### src/rtl/framebuffer_writer_pkg.sv
// Shared types for the framebuffer write side: screen coordinates, geometry constants, writer FSM states.
`default_nettype none

package framebuffer_writer_pkg;

    localparam int FB_W      = 320;
    localparam int FB_H      = 240;
    localparam int FB_AW     = 17;
    localparam int FB_PIXELS = FB_W * FB_H;

    // screenXY: x occupies bits [8:0], y occupies bits [16:9]
    typedef struct packed {
        logic [7:0] y;
        logic [8:0] x;
    } screen_xy_t;

    typedef enum logic [1:0] {
        CLEAR     = 2'd0,
        DRAW      = 2'd1,
        WAIT_SWAP = 2'd2
    } fbw_state_t;

endpackage

`default_nettype wire

### src/rtl/framebuffer_writer_fb_addr_calc.sv
// fb_addr_calc: combinational screenXY -> y*320+x linear address using shift-add (no multiplier).
`default_nettype none

module fb_addr_calc
    import framebuffer_writer_pkg::*;
(
    input  screen_xy_t       coords,
    output logic [FB_AW-1:0] addr
);

    logic [FB_AW-1:0] y_ext;
    logic [FB_AW-1:0] x_ext;

    assign y_ext = {{(FB_AW-8){1'b0}}, coords.y};
    assign x_ext = {{(FB_AW-9){1'b0}}, coords.x};

    // y*320 = y*256 + y*64
    assign addr = (y_ext << 8) + (y_ext << 6) + x_ext;

endmodule

`default_nettype wire

### src/rtl/framebuffer_writer.sv
// framebuffer_writer: clears the back buffer, writes rasterizer pixels, swaps buffers on new_frame.
// Optional macro FB_CLIP_EN: drop off-screen pixels and expose drop_count.
`default_nettype none

module framebuffer_writer
    import framebuffer_writer_pkg::*;
(
    input  logic               clk,
    input  logic               rst_n,
    input  logic               new_frame,
    input  logic               frame_done,
    input  logic               pix_valid,
    output logic               pix_ready,
    input  logic [16:0]        pix_coords,
    input  logic [2:0]         pix_color,
    output logic               fb_we,
    output logic [FB_AW:0]     fb_addr,
    output logic [2:0]         fb_data,
    output logic               front_buf,
    output logic               busy,
    output logic               swap_pending
`ifdef FB_CLIP_EN
    ,
    output logic [15:0]        drop_count
`endif
);

    localparam logic [FB_AW-1:0] CLR_END = FB_AW'(FB_PIXELS);

    fbw_state_t       state;
    logic [FB_AW-1:0] clr_cnt;
    logic [FB_AW-1:0] pix_addr;
    logic             handshake;
    logic             write_pix;
    screen_xy_t       coords;

    assign coords    = screen_xy_t'(pix_coords);
    assign handshake = pix_valid & pix_ready;

    fb_addr_calc u_addr_calc (
        .coords (coords),
        .addr   (pix_addr)
    );

`ifdef FB_CLIP_EN
    logic in_range;
    logic drop_pix;
    assign in_range  = (coords.x < 9'(FB_W)) && (coords.y < 8'(FB_H));
    assign write_pix = handshake & in_range;
    assign drop_pix  = handshake & ~in_range;
`else
    assign write_pix = handshake;
`endif

    always_ff @(posedge clk or negedge rst_n) begin
        if (!rst_n) begin
            state        <= CLEAR;
            clr_cnt      <= '0;
            fb_we        <= 1'b0;
            fb_addr      <= '0;
            fb_data      <= '0;
            front_buf    <= 1'b0;
            pix_ready    <= 1'b0;
            busy         <= 1'b1;
            swap_pending <= 1'b0;
`ifdef FB_CLIP_EN
            drop_count   <= '0;
`endif
        end else begin
            case (state)
                CLEAR: begin
                    // Counter runs one past the last address so the final write is visible before DRAW
                    if (clr_cnt == CLR_END) begin
                        state     <= DRAW;
                        clr_cnt   <= '0;
                        fb_we     <= 1'b0;
                        pix_ready <= 1'b1;
                        busy      <= 1'b0;
                    end else begin
                        fb_we   <= 1'b1;
                        fb_addr <= {~front_buf, clr_cnt};
                        fb_data <= '0;
                        clr_cnt <= clr_cnt + FB_AW'(1);
                    end
                end
                DRAW: begin
                    fb_we <= write_pix;
                    if (write_pix) begin
                        fb_addr <= {~front_buf, pix_addr};
                        fb_data <= pix_color;
                    end
`ifdef FB_CLIP_EN
                    if (drop_pix && (drop_count != 16'hFFFF)) begin
                        drop_count <= drop_count + 16'd1;
                    end
`endif
                    if (frame_done) begin
                        state        <= WAIT_SWAP;
                        pix_ready    <= 1'b0;
                        swap_pending <= 1'b1;
                    end
                end
                WAIT_SWAP: begin
                    fb_we <= 1'b0;
                    if (new_frame) begin
                        front_buf    <= ~front_buf;
                        state        <= CLEAR;
                        busy         <= 1'b1;
                        swap_pending <= 1'b0;
`ifdef FB_CLIP_EN
                        drop_count   <= '0;
`endif
                    end
                end
                default: begin
                    state <= CLEAR;
                    fb_we <= 1'b0;
                end
            endcase
        end
    end

endmodule

`default_nettype wire

### config.mk
export PLATFORM = sky130hd
export DESIGN_NAME = framebuffer_writer
export DESIGN_NICKNAME = d
export VERILOG_FILES = /design/src/rtl/framebuffer_writer_pkg.sv /design/src/rtl/framebuffer_writer_fb_addr_calc.sv /design/src/rtl/framebuffer_writer.sv
export SDC_FILE = /design/constraint.sdc
export NUM_CORES = 1
export LEC_CHECK = 0
export CAP_MARGIN = 20
export CORE_MARGIN = 1.5
export CORE_UTILIZATION = 56
export DETAILED_ROUTE_END_ITERATION = 8
export GPL_TIMING_DRIVEN = 1
export HOLD_SLACK_MARGIN = 0.08
export PLACE_DENSITY = 0.95
export SKIP_LAST_GASP = 1
export SLEW_MARGIN = 10
export SYNTH_ARGS = -nofsm -noshare
export SYNTH_HDL_FRONTEND = slang
export SYNTH_SLANG_ARGS = --single-unit
### constraint.sdc
create_clock -name clk -period 4 [get_ports clk]
set_input_delay 0.4 -clock clk [delete_from_list [all_inputs] [get_ports clk]]
set_output_delay 0.4 -clock clk [all_outputs]
set_load 0.01 [all_outputs]
After elaboration in Yosys (flattened, before gate mapping) --
Cells that the tools add are included.
Storage, ports and cells: output and inout port bits 26, register bits 45, logic and storage cells 54
Cells by class: add/sub/neg operators 3, eq/ne operators 8, mux-type cells 22, reductions and logical operators 10, bitwise gates (word level) 2
Operators with widths (count):
- $mux 18 | 2
- $pmux 18 s2 | 1
- $add 16x14->17 | 1
- $add 17x1->17 const B | 1
- $add 17x9->17 | 1
- $eq 17x17->1 const B | 1
- $mux 17 | 1
- $reduce_and 3->1 | 5
- $ne 2x2->1 const B | 5
- $pmux 1 s2 | 4
- $mux 1 | 7
- $mux 2 | 3
- $mux 3 | 2
- $pmux 2 s3 | 1
- $pmux 3 s2 | 1
- $reduce_bool 2->1 | 3
- $eq 2x1->1 const B | 1
- $eq 2x2->1 const B | 1
- $logic_not 2->1 | 1
- $reduce_and 2->1 | 1
- $and 1x1->1 | 1
- $not 1->1 | 1

Depth between registers and ports, before layout --
Gate-level depths: netlist of run 1.
word-level depth 4, depth in mapped cells 9, gate-level depth less buffers 9

Hierarchy --
A second synthesis of run 1 with hierarchy kept.
Unflattened totals: cell total of the unflattened synthesis 252, area total of the unflattened synthesis 2728.9 um^2
Modules (own cells, without submodules):
- framebuffer_writer | seq. area each 1127.3 um^2, times used 1, area an instance 2214.6 um^2, cells an instance 190
- fb_addr_calc | seq. area each 0.0 um^2, times used 1, area an instance 514.2 um^2, cells an instance 62

Least setup slack after synthesis of run 1 --
OpenSTA, ideal clock, no wires.
kind input to register, start input pix_coords[8], end register fb_addr[14], arrival time 2.103 ns, stages 9, buffers on the path 0, path slack 1.766 ns, cells stage by stage inv_1 fa_1 inv_1 ha_1 a211oi_1 o21ai_0 o22ai_1 xor2_1 o211ai_1
Between the ends: word-level cells in the longest chain between the ends 3
RTL lines:
- from (decl) | RTL line framebuffer_writer.sv:14 | input logic [16:0] pix_coords,
- $add 17x9->17 | RTL line framebuffer_writer_fb_addr_calc.sv:18 | assign addr = (y_ext << 8) + (y_ext << 6) + x_ext;
- $mux 18 | RTL line framebuffer_writer.sv:88 | if (write_pix) begin
- $pmux 18 s2 | RTL line framebuffer_writer.sv:70 | case (state)
- to (signal assigned) | RTL line framebuffer_writer.sv:81 | fb_addr <= {~front_buf, clr_cnt};
- to (signal assigned) | RTL line framebuffer_writer.sv:89 | fb_addr <= {~front_buf, pix_addr};
- to (decl) | RTL line framebuffer_writer.sv:17 | output logic [FB_AW:0] fb_addr,
No other way between the ends. The select of a mux whose other input is x is not followed. A chain may end at the register's enable or synchronous reset.

Worst setup path in the final report of run 1 --
start input pix_coords[9], end register fb_addr[14]
Between the ends: word-level cells in the longest chain between the ends 4
RTL lines (RTL line):
- $add 16x14->17 | framebuffer_writer_fb_addr_calc.sv:18
- $add 17x9->17 | framebuffer_writer_fb_addr_calc.sv:18
- $mux 18 | framebuffer_writer.sv:88
- $pmux 18 s2 | framebuffer_writer.sv:70
No other way between the ends. The select of a mux whose other input is x is not followed.

==> flow_summary_export.csv, run 1 <==
group,metric,value,unit
worst_setup_path,crit_path_start_kind,"primary input",
job,cap_violations,0,
layout,drive_gt1_share,8.60,%
detailed_routing,route.antenna.remaining_nets,0,
worst_setup_path,cp.required,4.18,ns
sta,clock_skew,0.0145,ns
clock_network,cts_tree,"built",
detailed_routing,drtIter0Drc,140,
sta,fmax,384,MHz
worst_setup_path,critPathKind,"primary input to flip-flop",
synthesis,yosys_warnings,0,
clock_network,h-tree-depth,2,
layout,diodes,0,
floorplanning,die_area,5100,um2
place,hpwl,4170,um
worst_setup_path,critPathTopFamily,"adder cells",
synthesis,synthSimpleGateAreaFrac,18.7,%
worst_setup_path,cpPeakStageDelay,0.49,ns
synthesis,ys_types,47,
worst_setup_path,cp_max_fo,3,
synthesis,netlist_area,2620,um2
floorplanning,die_w,71.4,um
clock_network,post_cts.repair.setup_buffers,0,
synthesis,synth.area.mux_share,2.67,%
synthesis,synth_cells,263,
clock_network,cts.sinks,45,
power_and_ir_drop,cellPowerDensity,391,nW/um2
grt,grt_pass1_wl,9290,um
detailed_routing,drc_errors,0,
layout,multiInputGateArea,1380,um2
clock_network,post_cts_resized,0,
clock_network,root_buffer,"clkbuf_8",
grt,grt_pass1_vias,1978,
synthesis,synthFlopType,"dfrtp_1",
sta,setup_violations,0,
sta,tns,0,ns
worst_setup_path,crit_chain,"clkdlybuf4s50_1, inv_1, fa_1, inv_1, ha_1, a211oi_1, o21ai_0, o22ai_1, xor2_1, o211ai_1",
detailed_routing,viasPerCell,5.77,
synthesis,synthAdderAreaFrac,9.65,%
clock_network,cts_hold_buf,0,
layout,nNetsFinal,357,
layout,mostFrequentLayoutCell,"clkdlybuf4s50_1",
sta,relSlewSlack,34.8,%
synthesis,synth_top_family_by_area,"simple AND/OR/NAND/NOR gates",
layout,regArea,1130,um2
floorplanning,start_util,59.4,%
power_and_ir_drop,vdd_drop_max,0.274,mV
detailed_routing,detailroute.via_count,2110,
sta,rsz0062_at_grt,"no",
synthesis,synth_compound_area_share,14.5,%
outcome,status,"finished clean",
worst_setup_path,path_buf_inv,3,
place,gp_congestion,0.908,
synthesis,syn_avg_cell_area,9.96,um2
sta,fin_crit,2.60,ns
floorplanning,ioPinCount,51,
power_and_ir_drop,leakagePower,0.00143,uW
clock_network,numCtsBuffers,5,
sta,slew_violations,0,
detailed_routing,wl,5630,um
floorplanning,coreArea,4410,um2
clock_network,clkTransAtPathRegs,0.10,ns
layout,final_cell_mix,"49 x clkdlybuf4s50_1, 44 x dfrtp_1, 33 x nand2_1, 21 x a21oi_1, 20 x nor2_1",
layout,fill_cells,304,
synthesis,synth_edf_count,0,
sta,finalHoldViolCount,0,
detailed_routing,first_pass_iters,4,
detailed_routing,wire_per_inst,15.4,um
grt,grt_max_degree,46,
synthesis,ys_seq_area_share,43.0,%
place,place.port_buffers,50,
sta,whs,0.238,ns
synthesis,synth_fp_nets,307,
grt,groute.usage.overall,23.2,%
worst_setup_path,slowest_stage,"fa_1",
synthesis,ys_ff_latch,45,
grt,grt_overflow,0,
worst_setup_path,setup.worst_path.end_class,"flip-flop",
floorplanning,die_h,71.4,um
clock_network,clockBufferDepth,2,
sta,period_share,65.1,%
floorplanning,rows,24,
grt,grt_antenna_before_repair,0,
min_path,min_path_type,"primary input to asynchronous set/reset pin",
worst_setup_path,critical_path.most_common_cell,"inv_1",
clock_network,clock_latency,0.31,ns
synthesis,synth_xor_area_share,7.02,%
worst_setup_path,arrival,2.78,ns
synthesis,async_reset_ff_share,100,%
layout,areaGrowthSynthToFinish,22.7,%
sta,worstMarginPinSlew,0.978,ns
worst_setup_path,r2r_setup_slack,1.64,ns
==> stage by stage <==
step	power, uW	std cells	cell area [um2]	utilization, %	setup slack [ns]
global route	1330	366	3220	72.8	1.23
global placement	951	358	3120	70.8	1.18
detailed placement	977	358	3120	70.8	1.11
finish	1260	366	3220	72.8	1.40
CTS	1260	366	3220	72.8	1.40
floorplan	808	263	2620	-	1.77
==> power breakdown <==
part,switching (uW),internal (uW)
logic,175,187
registers,88.4,524
clock network,160,124
total,424,835
==> worst register-to-register path: stages, from the launching register on <==
cell      delay, ns
dfrtp_1        0.41
inv_1          0.14
ha_1           0.17
and4bb_2       0.30
a41oi_4        0.19
nor2b_4        0.76
a21oi_1        0.09
a21o_1         0.20
==> cells in the mapped netlist (6+ instances only) <==
library cell,number,area share (%)
a21oi_1,21,4.0
dfrtp_1,44,42
ha_1,17,8.1
inv_1,12,1.7
mux2i_1,7,2.7
nand2_1,33,4.7
nand3_1,8,1.5
nand4_1,6,1.4
nor2_1,20,2.9
o21ai_0,9,1.7
o21ai_1,10,1.9
o21ai_2,6,2.0
xnor2_1,11,3.7
xor2_1,10,3.3
==> final cells by class <==
cell class                      instances  share of cell area [%]
Clock buffer                            5                    2.14
Clock inverter                          3                   0.700
Inverter                               13                    1.60
Multi-Input combinational cell        197                    42.8
Sequential cell                        45                    35.1
Tap cell                               52                    2.02
Timing Repair Buffer                   51                    15.6
==> sequential cells by signal (all words and copies together) (netlist names) <==
register      flops
fb_addr          18
clr_cnt          17
fb_data           3
state             2
busy              1
fb_we             1
front_buf         1
pix_ready         1
swap_pending      1
==> metal layers <==
layer,wire length (um),up-vias,GRT usage (%)
met2,2790,67,36.6
met5,0,-,0
met3,281,7,5.34
met1,2490,1018,31.8
met4,69,0,7.55
li1,-,1018,-
==> logic make-up after synthesis <==
logic type	after synthesis
buffers and inverters	21
AOI/OAI and AO/OA	60
adders and majority gates	19
muxes	7
xor gates and xnor gates	21
and+or+nand+nor	90
DFF	45
==> worst paths after layout <==
path                               start          end  cells after the start
min in group clk              fb_data[2]   fb_data[2]                      2
max reg2reg                   clr_cnt[0]  fb_addr[13]                      7
max                        pix_coords[9]  fb_addr[14]                     10
max in group asynchronous          rst_n  clr_cnt[15]                      1
min                                rst_n   fb_data[2]                      1
min reg2reg                   fb_data[2]   fb_data[2]                      2
Power figures use the tool's default switching activity.
==> run 2: changes to the inputs <==
--- a/config.mk
+++ b/config.mk
@@ -7,11 +7,11 @@
 export LEC_CHECK = 0
 export CAP_MARGIN = 20
 export CORE_MARGIN = 1.5
-export CORE_UTILIZATION = 56
+export CORE_UTILIZATION = 52
 export DETAILED_ROUTE_END_ITERATION = 8
 export GPL_TIMING_DRIVEN = 1
 export HOLD_SLACK_MARGIN = 0.08
-export PLACE_DENSITY = 0.95
+export PLACE_DENSITY = 0.9
 export SKIP_LAST_GASP = 1
 export SLEW_MARGIN = 10
 export SYNTH_ARGS = -nofsm -noshare
==> constraint.sdc (replaced) <==
create_clock -name clk -period 2.4 [get_ports clk]
set_input_delay 0.24 -clock clk [delete_from_list [all_inputs] [get_ports clk]]
set_output_delay 0.24 -clock clk [all_outputs]
set_load 0.01 [all_outputs]
==> run 2 against run 1 <==
  * Clock skew down 0.0071 ns
  * Sequential share of layout area shrank 0.90 points
  * Cell count grew 6.0%
  * Worst hold slack worse by 0.15 ns
  * Flip-flop and latch count unchanged
  * Cell area rose by 2.6%
  * Register-to-register slack got worse by 1.3 ns
  * Critical endpoint unchanged
  * Largest cell class unchanged
  * Largest power group unchanged
  * Highest routed layer unchanged
==> flow_summary_export.csv, run 2 (synthesized netlist as in run 1, its figures left out) <==
group,metric,value,unit
power_and_ir_drop,cellPowerDensity,642,nW/um2
worst_setup_path,r2r-end,"fb_addr[14]",
floorplanning,die_area,5470,um2
layout,areaGrowthSynthToFinish,26.0,%
layout,final_cell_mix,"49 x clkdlybuf4s50_1, 44 x dfrtp_1, 33 x nand2_1, 21 x a21oi_1, 20 x nor2_1",
detailed_routing,viasPerCell,5.52,
layout,mostFrequentLayoutCell,"clkdlybuf4s50_1",
clock_network,clock_latency,0.31,ns
grt,grt_pass1_wl,9600,um
clock_network,root_buffer,"clkbuf_8",
layout,largest_register_ffs,18,
grt,grt_max_degree,46,
sta,slew_violations,0,
sta,relSlewSlack,34.2,%
power_and_ir_drop,vdd_drop_max,0.438,mV
sta,finalHoldViolCount,0,
detailed_routing,first_pass_iters,4,
layout,regMostFlops,"fb_addr",
place,hpwl,4230,um
worst_setup_path,r2r_setup_slack,0.39,ns
worst_setup_path,slowest_stage,"fa_1",
sta,fmax,431,MHz
worst_setup_path,critPathKind,"primary input to flip-flop",
place,place.port_buffers,50,
worst_setup_path,crit_chain,"clkdlybuf4s50_1, inv_1, fa_1, inv_1, ha_1, a211oi_2, o21ai_2, o22ai_2, xor2_1, o211ai_1",
sta,period_share,96.7,%
grt,use_met2,39.8,%
worst_setup_path,critPathTopFamily,"adder cells",
floorplanning,coreArea,4790,um2
sta,setup_violations,0,
job,cap_violations,0,
clock_network,numCtsBuffers,5,
sta,setup_ws,0.0785,ns
floorplanning,ioPinCount,51,
sta,fin_crit,2.32,ns
detailed_routing,wl,5830,um
sta,worstMarginPinSlew,0.988,ns
grt,grtUsageMet3,4.47,%
grt,groute.usage.overall,23.0,%
grt,grt_antenna_before_repair,0,
power_and_ir_drop,leakagePower,0.00148,uW
worst_setup_path,cp_max_fo,3,
worst_setup_path,cpPeakStageDelay,0.53,ns
worst_setup_path,cp.required,2.58,ns
layout,diodes,0,
grt,top_usage_layer,"met2",
detailed_routing,drtIter0Drc,140,
clock_network,clockBufferDepth,2,
layout,top_regs,"fb_addr (18), clr_cnt (17), fb_data (3)",
sta,clock_skew,0.00742,ns
floorplanning,start_util,54.7,%
place,pre_cts_slack,-0.324,ns
grt,grt_overflow,0,
floorplanning,die_w,74.0,um
worst_setup_path,crit_path_start_kind,"primary input",
min_path,min_path_type,"primary input to asynchronous set/reset pin",
worst_setup_path,path_buf_inv,3,
layout,final_core_util,69.0,%
grt,grt_pass1_vias,2100,
clock_network,h-tree-depth,2,
layout,drive_gt1_share,11.5,%
floorplanning,rows,25,
clock_network,clkTransAtPathRegs,0.09,ns
clock_network,cts_tree,"built",
worst_setup_path,timing.rr.start,"clr_cnt[0]",
detailed_routing,route.antenna.remaining_nets,0,
floorplanning,die_h,74.0,um
worst_setup_path,setup.worst_path.end_class,"flip-flop",
worst_setup_path,critical_path.most_common_cell,"inv_1",
detailed_routing,drc_errors,0,
detailed_routing,wire_per_inst,15.0,um
grt,grt_use_met1,29.2,%
detailed_routing,detailroute.via_count,2142,
place,gp_congestion,0.839,
outcome,status,"finished clean",
worst_setup_path,reg2reg_depth,8,
worst_setup_path,arrival,2.50,ns
clock_network,post_cts.repair.setup_buffers,0,
sta,tns,0,ns
sta,whs,0.0833,ns
clock_network,cts.sinks,45,
layout,nNetsFinal,364,
[run 2: cell types whose count changed in the layout (fill, tap and decap cells not counted), sizes merged]
cell,before,now
buf,2,9
inv,13,14
clkinvlp,0,1
clkinv,3,1
[run 2: area by class of cell]
cell class / instances / area, um2
fillers: 364 / 1490
multi-input cells: 197 / 1390
flip-flops and latches: 45 / 1130
repair buffers: 58 / 556
well taps: 67 / 83.8
clock buffers: 5 / 68.8
inverters: 13 / 51.3
clock inverters: 3 / 21.3
[run 2: per-stage QoR]
| stage | instance area [um2] | instances | power [uW] |
|---|---|---|---|
| 2_1_floorplan | 2620 | 263 | 1350 |
| 3_3_place_gp | 3200 | 380 | 1600 |
| 3_5_place_dp | 3200 | 380 | 1630 |
| 4_1_cts | 3290 | 388 | 2120 |
| 5_1_grt | 3300 | 388 | 2230 |
| 6_report | 3300 | 388 | 2120 |
[run 2: power by group]
group	total, uW	switching, uW	internal, uW
logic	626	300	326
registers	1010	139	873
clock network	481	274	207
[run 2: worst max-delay path by stage]
stage | from | to | slack, ns | cells past startpoint
floorplan | pix_coords[8] | fb_addr[14] | 0.33 | 9
global placement | pix_coords[8] | fb_addr[14] | -0.27 | 10
detailed placement | pix_coords[8] | fb_addr[14] | -0.32 | 10
CTS | pix_coords[8] | fb_addr[14] | 0.03 | 10
global route | pix_coords[8] | fb_addr[14] | -0.008 | 10
finish | pix_coords[8] | fb_addr[14] | 0.08 | 10
[run 2: routing by layer]
layer,vias to the layer above,wire (um)
met5,-,0
met3,6,270
met2,61,3080
li1,1034,-
met1,1041,2430
met4,0,52
[run 2: timing repair]
item,4_1_cts,5_1_grt
setup endpoints to repair,1,2
pin swaps,0,1
hold buffers,0,0
resized for setup,1,3
==> run 3: changes to the inputs <==
--- a/config.mk
+++ b/config.mk
@@ -11,9 +11,10 @@
 export DETAILED_ROUTE_END_ITERATION = 8
 export GPL_TIMING_DRIVEN = 1
 export HOLD_SLACK_MARGIN = 0.08
+export MAX_ROUTING_LAYER = met4
 export PLACE_DENSITY = 0.9
 export SKIP_LAST_GASP = 1
-export SLEW_MARGIN = 10
+export SLEW_MARGIN = 20
 export SYNTH_ARGS = -nofsm -noshare
 export SYNTH_HDL_FRONTEND = slang
 export SYNTH_SLANG_ARGS = --single-unit
==> run 3 against run 2 <==
  * Utilization did not move
  * Global-route usage increased by 0.86 points
  * Clock skew decreased by 0.0014 ns
  * First-iteration DRC count rose by 21%
  * Maximum frequency is essentially flat
  * Combinational power about the same
  * Worst setup slack barely moved
  * Sequential power barely moved
  * Flip-flop and latch count unchanged
  * Cell area is the same
  * Register-to-register slack is essentially flat
  * Die area stayed put
  * Critical path type unchanged
  * Critical endpoint unchanged
==> flow_summary_export.csv, run 3 (synthesized netlist as in run 1, its figures left out) <==
group,metric,value,unit
layout,nNetsFinal,364,
floorplanning,die_w,74.0,um
sta,relSlewSlack,35.4,%
grt,grt_max_degree,46,
power_and_ir_drop,power,2120,uW
grt,grt_overflow,0,
place,gp_congestion,0.852,
worst_setup_path,arrival,2.50,ns
grt,grt_pass1_vias,2094,
clock_network,cts_tree,"built",
sta,period_share,96.7,%
layout,regArea,1130,um2
clock_network,clock_latency,0.31,ns
grt,grt_pass1_wl,9640,um
detailed_routing,wl,5830,um
layout,diodes,0,
floorplanning,rows,25,
layout,final_core_util,69.0,%
clock_network,numCtsBuffers,5,
worst_setup_path,setup.worst_path.end_class,"flip-flop",
power_and_ir_drop,leakagePower,0.00148,uW
worst_setup_path,crit_path_start_kind,"primary input",
floorplanning,die_area,5470,um2
layout,largest_register_ffs,18,
clock_network,root_buffer,"clkbuf_8",
detailed_routing,drtIter0Drc,170,
sta,clock_skew,0.00603,ns
place,hpwl,4230,um
sta,fin_crit,2.32,ns
clock_network,clkTransAtPathRegs,0.09,ns
sta,tns,0,ns
layout,drive_gt1_share,11.5,%
detailed_routing,route.antenna.remaining_nets,0,
clock_network,cts.sinks,45,
sta,setup_violations,0,
floorplanning,start_util,54.7,%
clock_network,h-tree-depth,2,
layout,fill_cells,364,
layout,top_regs,"fb_addr (18), clr_cnt (17), fb_data (3)",
grt,grt_antenna_before_repair,0,
floorplanning,die_h,74.0,um
floorplanning,coreArea,4790,um2
detailed_routing,first_pass_iters,4,
detailed_routing,detailroute.via_count,2142,
worst_setup_path,critPathKind,"primary input to flip-flop",
layout,mostFrequentLayoutCell,"clkdlybuf4s50_1",
layout,multiInputGateArea,1390,um2
power_and_ir_drop,vdd_drop_max,0.438,mV
sta,slew_violations,0,
detailed_routing,drc_errors,0,
detailed_routing,wire_per_inst,15.0,um
job,cap_violations,0,
power_and_ir_drop,cellPowerDensity,642,nW/um2
layout,regMostFlops,"fb_addr",
clock_network,clockBufferDepth,2,
sta,finalHoldViolCount,0,
sta,fmax,431,MHz
worst_setup_path,cp_max_fo,3,
worst_setup_path,cp.required,2.58,ns
grt,groute.usage.overall,23.8,%
place,place.port_buffers,50,
sta,worstMarginPinSlew,0.970,ns
layout,areaGrowthSynthToFinish,26.0,%
layout,final_cell_mix,"49 x clkdlybuf4s50_1, 44 x dfrtp_1, 33 x nand2_1, 21 x a21oi_1, 20 x nor2_1",
floorplanning,ioPinCount,51,
outcome,status,"finished clean",
min_path,min_path_type,"primary input to asynchronous set/reset pin",
detailed_routing,viasPerCell,5.52,
## run 3: cell counts in the layout (fill, tap and decap cells not counted)
Identical to the previous run, type by type.
## run 3: cell type report
class                      instances  share of cell area (%)
timing repair buffer              58                    16.8
inverter                          13                    1.55
tap                               67                    2.54
clock buffer                       5                    2.08
multi-input combinational        197                    42.2
clock inverter                     3                   0.644
sequential                        45                    34.2
## run 3: final timing paths
kind / startpoint / end / slack [ns] / cells after the start
max in group asynchronous: rst_n / fb_addr[14] / 1.72 / 1
setup reg to reg: clr_cnt[0] / fb_addr[14] / 0.39 / 8
setup / recovery: pix_coords[8] / fb_addr[14] / 0.08 / 10
hold / removal: rst_n / fb_data[0] / 0.08 / 1
hold reg to reg: fb_data[2] / fb_data[2] / 0.48 / 2
min in group clk: pix_color[2] / fb_data[2] / 0.48 / 3
## run 3: metal layers
layer  wire, um  up-vias  share of wire [%]  global-route usage (%)
met4         48        0               0.82                    7.00
met1       2440     1038                 42                    29.5
li1           -     1036                  -                       -
met3        292        7                5.0                    4.88
met2       3040       61                 52                    39.5
met5          0        -                  0                       -
## run 3: power breakdown
group	total [uW]	internal [uW]	switching [uW]	leakage, uW
Clock	481	207	274	0.0000445
Sequential	1010	873	140	0.000584
Combinational	627	326	300	0.000847
## run 3: timing repair
item / CTS / global route
hold buffers: 0 / 0
setup endpoints to repair: 1 / 2
pin swaps: 0 / 1
setup buffers: 0 / 0
gates resized for setup: 1 / 3
## run 3: per-stage QoR
step	cell area [um2]	hold WS, ns	setup WS, ns	instances
6_report	3300	0.0810	0.0790	388
5_1_grt	3300	0.162	-0.00550	388
4_1_cts	3290	0.120	0.0328	388
3_5_place_dp	3200	0.453	-0.324	380
3_3_place_gp	3200	0.443	-0.269	380
2_1_floorplan	2620	-0.0556	0.326	263
## run 3: worst max-delay path, cell delays in order
cell and delay, ns:
clkdlybuf4s50_1 0.45, inv_1 0.05, fa_1 0.53, inv_1 0.07, ha_1 0.32, a211oi_2 0.24
o21ai_2 0.13, o22ai_2 0.19, xor2_1 0.17, o211ai_1 0.11
